$ cat src/rtl/chacha_block_reader_if.sv
// Handshake bundle for the ChaCha block reader: block capture from the core
// and byte-serial readout to the host.
interface chacha_block_reader_if;
    logic [511:0] blk_data;
    logic         blk_valid;
    logic         blk_ready;
    logic         rd_ack;
    logic [7:0]   byte_out;
    logic         byte_valid;
    logic         byte_last;
    logic         busy;

    modport master (
        output blk_data,
        output blk_valid,
        output rd_ack,
        input  blk_ready,
        input  byte_out,
        input  byte_valid,
        input  byte_last,
        input  busy
    );

    modport slave (
        input  blk_data,
        input  blk_valid,
        input  rd_ack,
        output blk_ready,
        output byte_out,
        output byte_valid,
        output byte_last,
        output busy
    );
endinterface

$ cat src/rtl/chacha_block_reader.sv
// Byte-serial readout of one 512-bit ChaCha block over a 4-phase req/ack handshake.
// Optional 2-flop rd_ack synchronizer enabled by defining CHACHA_READER_SYNC_EN.
module chacha_block_reader (
    input  logic                   clk,
    input  logic                   rst_n,
    input  logic                   ena,
    chacha_block_reader_if.slave   bus
);

    typedef enum logic [1:0] {
        IDLE    = 2'd0,
        ARM     = 2'd1,
        PRESENT = 2'd2,
        RELEASE = 2'd3
    } state_t;

    state_t       state_q, state_d;
    logic [511:0] sh_q, sh_d;
    logic [5:0]   idx_q, idx_d;
    logic         ack_s;

`ifdef CHACHA_READER_SYNC_EN
    logic ack_meta_q, ack_meta_d;
    logic ack_sync_q, ack_sync_d;

    always_comb begin
        ack_meta_d = ack_meta_q;
        ack_sync_d = ack_sync_q;
        if (ena) begin
            ack_meta_d = bus.rd_ack;
            ack_sync_d = ack_meta_q;
        end
    end

    always_ff @(posedge clk) begin
        if (!rst_n) begin
            ack_meta_q <= 1'b0;
            ack_sync_q <= 1'b0;
        end else begin
            ack_meta_q <= ack_meta_d;
            ack_sync_q <= ack_sync_d;
        end
    end

    assign ack_s = ack_sync_q;
`else
    assign ack_s = bus.rd_ack;
`endif

    // The shift and index advance happen on the RELEASE exit edge, so the next
    // byte appears together with the rising byte_valid.
    always_comb begin
        state_d = state_q;
        sh_d    = sh_q;
        idx_d   = idx_q;
        if (ena) begin
            case (state_q)
                IDLE: begin
                    if (bus.blk_valid) begin
                        sh_d    = bus.blk_data;
                        idx_d   = 6'd0;
                        state_d = ARM;
                    end
                end
                ARM: begin
                    if (!ack_s) begin
                        state_d = PRESENT;
                    end
                end
                PRESENT: begin
                    if (ack_s) begin
                        state_d = RELEASE;
                    end
                end
                RELEASE: begin
                    if (!ack_s) begin
                        sh_d = {8'h00, sh_q[511:8]};
                        if (idx_q == 6'd63) begin
                            state_d = IDLE;
                        end else begin
                            idx_d   = idx_q + 6'd1;
                            state_d = PRESENT;
                        end
                    end
                end
                default: state_d = IDLE;
            endcase
        end
    end

    always_ff @(posedge clk) begin
        if (!rst_n) begin
            state_q <= IDLE;
            sh_q    <= '0;
            idx_q   <= 6'd0;
        end else begin
            state_q <= state_d;
            sh_q    <= sh_d;
            idx_q   <= idx_d;
        end
    end

    assign bus.blk_ready  = (state_q == IDLE);
    assign bus.busy       = (state_q != IDLE);
    assign bus.byte_out   = sh_q[7:0];
    assign bus.byte_valid = (state_q == PRESENT);
    assign bus.byte_last  = (state_q == PRESENT) && (idx_q == 6'd63);

endmodule
$ cat src/flat_wrapper.sv
// flat-port wrapper written by rule: the top's interface ports become plain ports
module chacha_block_reader_flat 
  (clk, rst_n, ena, bus_blk_data, bus_blk_valid, bus_rd_ack, bus_blk_ready, bus_byte_out, bus_byte_valid, bus_byte_last, bus_busy);
  chacha_block_reader_if bus_i ();
  input  logic clk;
  input  logic rst_n;
  input  logic ena;
  input wire logic [$bits(bus_i.blk_data)-1:0] bus_blk_data;
  input wire logic [$bits(bus_i.blk_valid)-1:0] bus_blk_valid;
  input wire logic [$bits(bus_i.rd_ack)-1:0] bus_rd_ack;
  output wire logic [$bits(bus_i.blk_ready)-1:0] bus_blk_ready;
  output wire logic [$bits(bus_i.byte_out)-1:0] bus_byte_out;
  output wire logic [$bits(bus_i.byte_valid)-1:0] bus_byte_valid;
  output wire logic [$bits(bus_i.byte_last)-1:0] bus_byte_last;
  output wire logic [$bits(bus_i.busy)-1:0] bus_busy;
  assign bus_i.blk_data = bus_blk_data;
  assign bus_i.blk_valid = bus_blk_valid;
  assign bus_i.rd_ack = bus_rd_ack;
  assign bus_blk_ready = bus_i.blk_ready;
  assign bus_byte_out = bus_i.byte_out;
  assign bus_byte_valid = bus_i.byte_valid;
  assign bus_byte_last = bus_i.byte_last;
  assign bus_busy = bus_i.busy;
  chacha_block_reader u_core (.clk(clk), .rst_n(rst_n), .ena(ena), .bus(bus_i));
endmodule
$ cat config.mk
export PLATFORM = sky130hd
export DESIGN_NAME = chacha_block_reader_flat
export DESIGN_NICKNAME = d
export VERILOG_FILES = /design/src/rtl/chacha_block_reader_if.sv /design/src/rtl/chacha_block_reader.sv /design/src/flat_wrapper.sv
export SDC_FILE = /design/constraint.sdc
export NUM_CORES = 1
export LEC_CHECK = 0
export CAP_MARGIN = 40
export CORE_MARGIN = 2
export CORE_UTILIZATION = 50
export CTS_CLUSTER_DIAMETER = 100
export DETAILED_ROUTE_END_ITERATION = 12
export GPL_TIMING_DRIVEN = 1
export MAX_ROUTING_LAYER = met4
export PLACE_DENSITY = 0.78
export SYNTH_ARGS = -nofsm -noshare
export SYNTH_HDL_FRONTEND = slang
export SYNTH_SLANG_ARGS = --single-unit
$ cat constraint.sdc
create_clock -name clk -period 2.4 [get_ports clk]
set_input_delay 0.72 -clock clk [delete_from_list [all_inputs] [get_ports clk]]
set_output_delay 0.72 -clock clk [all_outputs]
set_load 0.01 [all_outputs]
==> results.md <==
- The run finished, with violations left.
- The checks that failed: setup timing.
- The largest single stage delay on the critical path is around 350 ps.
- The final count of hold timing violations is 0.
- The initialized floorplan defines 77 standard-cell rows.
- The cell-internal power is 16.0 mW.
- The post-detailed-routing wire length is 71.0 mm.
- The highest fanout seen on the critical path is 2.
- Across the run, the number of max-cap violations was 0.
- The global-route wire length before repair is 110 mm.
- Global routing used 29.6% of the available tracks across all layers.
- Compared with the post-synthesis result, the final layout area differs by 33.8%.
- Clock tree synthesis selected as its root buffer the cell clkbuf_16.
- The number of DRC markers after the initial detailed-route iteration is around 2500.
- The share of the synthesized area in the top cell type is a little under half.
- The count of hold buffers inserted by post-cts repair is 0.
- The core region is 44300 sq um.
- The final period utilization is 101%.
- The data arrival time of the critical path is between 1500 and 2000 ps.
- The count of antenna-violating nets left after detailed routing is 0.
- The complex-gate fraction of the synthesized area is around 20%.
- The starting utilization of the core area is 50.8%.
- The number of buffer and inverter instances along the worst setup path is 1.
- Data on the critical path is required at its endpoint by 1680 ps.
- After synthesis, the largest family of logic cells by area is simple AND/OR/NAND/NOR gates.
- The depth of the CTS H-tree is 2.
- The number of enable flip-flop cells after synthesis is 0.
- STA classifies the critical path startpoint as a flip-flop.
- The worst hold path begins at u_core.sh_q[326].
- Summing all placed instances gives a cell area of 28200 sq um.
- TritonCTS created 53 clock buffers.
- The power dissipated by switching net loads is 5.23 mW.
- The maximum vdd ir drop is 0.422 mV.
- Traced cell by cell, the critical path runs through ha_4, nand4_1, or2_4, nor2_4, buf_6.
- The instance count along the most critical hold path is 2.
- The end of the worst register-to-register path is u_core.sh_q[410].
- After synthesis, flip-flops and latches occupy 46.2% of the total area.
- Measured against the total synthesized area, the mux share comes to 0%.
- For this design, the slowest cell found on the critical path is dfxtp_2.
- The count of state elements after synthesis is 520.
- The clock skew is roughly 14 ps.
- The share of synthesized cell area in and, or, nand and nor gates is 25.9%.
- Static timing analysis puts the maximum clock frequency at 0.411 GHz.
- The pin count of the biggest net entering global routing is 145.
- Of all flip-flops after synthesis, the portion carrying an async set or reset was 0%.
- The number of antenna violations at the first check in global routing is 6.
- The share of power burned in the clock network is 41.0%.
- The worst setup slack after layout is -31.2 ps.
- The number of primary I/O pins is 529.
- The pre-antenna-repair detailed-routing pass consisted of 7 iterations.
- Measured along the x axis, the die boundary spans 216 um.
- Each instance of the synthesized netlist takes up on average between 7 and 8 sq um.
- Fill cells in the final layout number 3546.
- After detailed routing, the average wire length per cell comes to approximately 18 um.
- The DRC violations left is 0.
- The end point of the most critical hold path is u_core.sh_q[318].
- The number of global-route vias before repair came to 21000.
- Counting every instance in the synthesized netlist gives a little under 3000.
- Summed over all cells, the static leakage comes to 11.3 nW.
- The count of synthesis-stage warnings from yosys is 0.
- Summing every instance area after synthesis gives roughly 23000 sq um.
- The total overflow left after global routing is 0.
- Grouping stages by cell kind, the critical path spends the most delay in simple AND/OR/NAND/NOR gates.
- The setup slack of the most critical reg-to-reg path is roughly 340 ps.
- In the synthesized netlist the dominant register cell turns out to be dfxtp_1.
- The number of sinks driven by the clock tree is 520.
- The worst hold path belongs to the class flip-flop to flip-flop.
- The worst relative slew slack is roughly 63%.
- The design area is around 30000 sq um.
- The count of buffers inserted at the top-level ports is 528.
- Prior to clock tree synthesis, the placed netlist has a worst setup slack of -249 ps.
- Setup violations remaining at the end of the flow were counted as 1.
- The final-stage net count is 3809.
- The start of the worst register-to-register path is u_core.state_q[0].
- Counting cells, the worst reg-to-reg path comes to 5.
- Adding up every negative setup slack in the final design gives -31.2 ps.
- Clock-pin slew was measured on the worst setup and hold paths at 60 ps.
- The commonest non-fill, non-tap cell in the layout is nand2_1.
- The later-pin clock latency in the skew report is 600 ps.
- The number of nets in the synthesized netlist is approximately 3400.
- After Yosys synthesis, XOR and XNOR cells account for 0% of the synthesized area.
- Per report_power, the combinational group accounts for 13.5% of the total.
- The synthesized netlist devotes 0.0555% of its cell area to adder and majority cells.
- The top cell types in the final layout, fill and taps aside, are 1010 x nand2_1, 524 x clkdlybuf4s50_1, 517 x dfxtp_1.
- The actual slew at the worst max-slew pin is ~560 ps.
- The power per cell area is just over 700 nW/um^2.
- The biggest area consumer among synthesized cells is dfxtp_1.
- The switching share of power is 24.6%.
- Across all layers, the routed design uses 22468 vias.
- The kind of end point of the critical path is an output port.
- The relative contribution of sequential cells to total power is approximately 46%.
- The post-DP HPWL is 50.0 mm.
- The post-layout minimum cycle time is about 2400 ps.
- The count of pins over their slew limit is 0.
- By area the synthesized netlist is led by dfxtp_1 46%, a311oi_1 20%, nand2_1 17%.
- The category of the most critical setup path is flip-flop to output port.
- The clock passes through at most 3 buffers.
- The average vias per placed instance is 5.71.
- TritonCTS built the clock tree.
- The floorplan step defined a die boundary enclosing ~47000 sq um.
- The height of the die is roughly 220 um.
- At the end of routability-driven placement, the weighted congestion stood at 0.898.
- Setup repair after global routing could not meet its margin everywhere.
- The number of different library cells used by synthesis comes to 36.
- Cells with a size suffix above 1 make up about 6.5% of the layout.
==> cell usage after synthesis, types with 2 or more instances <==
cell type / number
buf_8: 3
a21oi_1: 4
nand4_1: 2
buf_4: 23
nand3_1: 3
nor2b_1: 2
o311ai_0: 2
inv_1: 2
a22oi_1: 8
nor2_1: 517
buf_6: 45
dfxtp_1: 520
buf_2: 63
nand2_1: 1011
a311oi_1: 505
o21ai_0: 2
clkbuf_1: 159
==> worst min-delay path: cells and delay by family, from the launching register on <==
family | cells | cell delay, ps
simple gates | 1 | 50
flops | 1 | 310
compound gates | 1 | 70
==> metal layers <==
layer,global-route usage [%],vias to the layer above,wire length [um]
li1,-,10866,-
met1,36.7,10510,28900
met2,48.7,960,34600
met3,4.32,132,5160
met4,11.4,0,2300
met5,-,-,0
==> power groups by stage <==
stage | Clock, mW | Sequential (mW) | Combinational, mW
3_5_place_dp | 0 | 9.83 | 2.83
2_1_floorplan | 0 | 9.72 | 1.55
5_1_grt | 9.13 | 9.73 | 3.12
6_report | 8.70 | 9.67 | 2.86
3_3_place_gp | 0 | 9.81 | 2.73
4_1_cts | 8.76 | 9.65 | 2.85
==> what timing repair did <==
action | CTS | global route
setup endpoints to repair | 4 | 2
resized for setup | 10 | 11
setup buffers | 0 | 2
pin swaps | 1 | 1
==> sequential cells by signal, indices dropped and copies added (netlist names) <==
signal          cells
u_core.idx_q        6
u_core.sh_q       512
u_core.state_q      2
==> layout make-up <==
| type | instances | area, sq um | area share (%) |
|---|---|---|---|
| well taps | 592 | 741 | 2.46 |
| multi-input cells | 2074 | 10500 | 34.9 |
| flip-flops and latches | 520 | 10400 | 34.6 |
| clock buffers | 73 | 1550 | 5.16 |
| diodes | 7 | 17.5 | 0.0581 |
| clock inverters | 25 | 305 | 1.01 |
| inverters | 3 | 18.8 | 0.0623 |
| repair buffers | 639 | 6570 | 21.8 |
==> cells by family (layout without fill, tap and decap cells) <==
group                    after synthesis  after routing
AO/OA/AOI/OAI                        531            531
adder cells (fa/ha/maj)                1              1
buffers and inverters                296            740
flip-flops                           520            520
other                                  0              7
AND/OR/NAND/NOR                     1542           1542
==> worst max path at each step <==
| stage | start | end | slack [ps] | depth (start not counted) |
|---|---|---|---|---|
| floorplan | ena | u_core.sh_q[166] | 470 | 7 |
| global placement | ena | u_core.sh_q[246] | -140 | 7 |
| detailed placement | ena | u_core.sh_q[232] | -250 | 7 |
| CTS | u_core.idx_q[0] | bus_byte_last | -130 | 5 |
| global route | u_core.idx_q[0] | bus_byte_last | -100 | 5 |
| finish | u_core.idx_q[1] | bus_byte_last | -30 | 5 |
==> per-stage QoR <==
step           power, mW  utilization, %  std cells  hold slack (ps)
6_report            21.2            68.0       3933              473
2_1_floorplan       11.3               -       2890              451
4_1_cts             21.3            67.8       3924              474
5_1_grt             22.0            68.0       3932              484
3_3_place_gp        12.5            63.6       3826              458
3_5_place_dp        12.7            63.6       3826              466
Note: power is estimated with default switching activity, not from simulation.
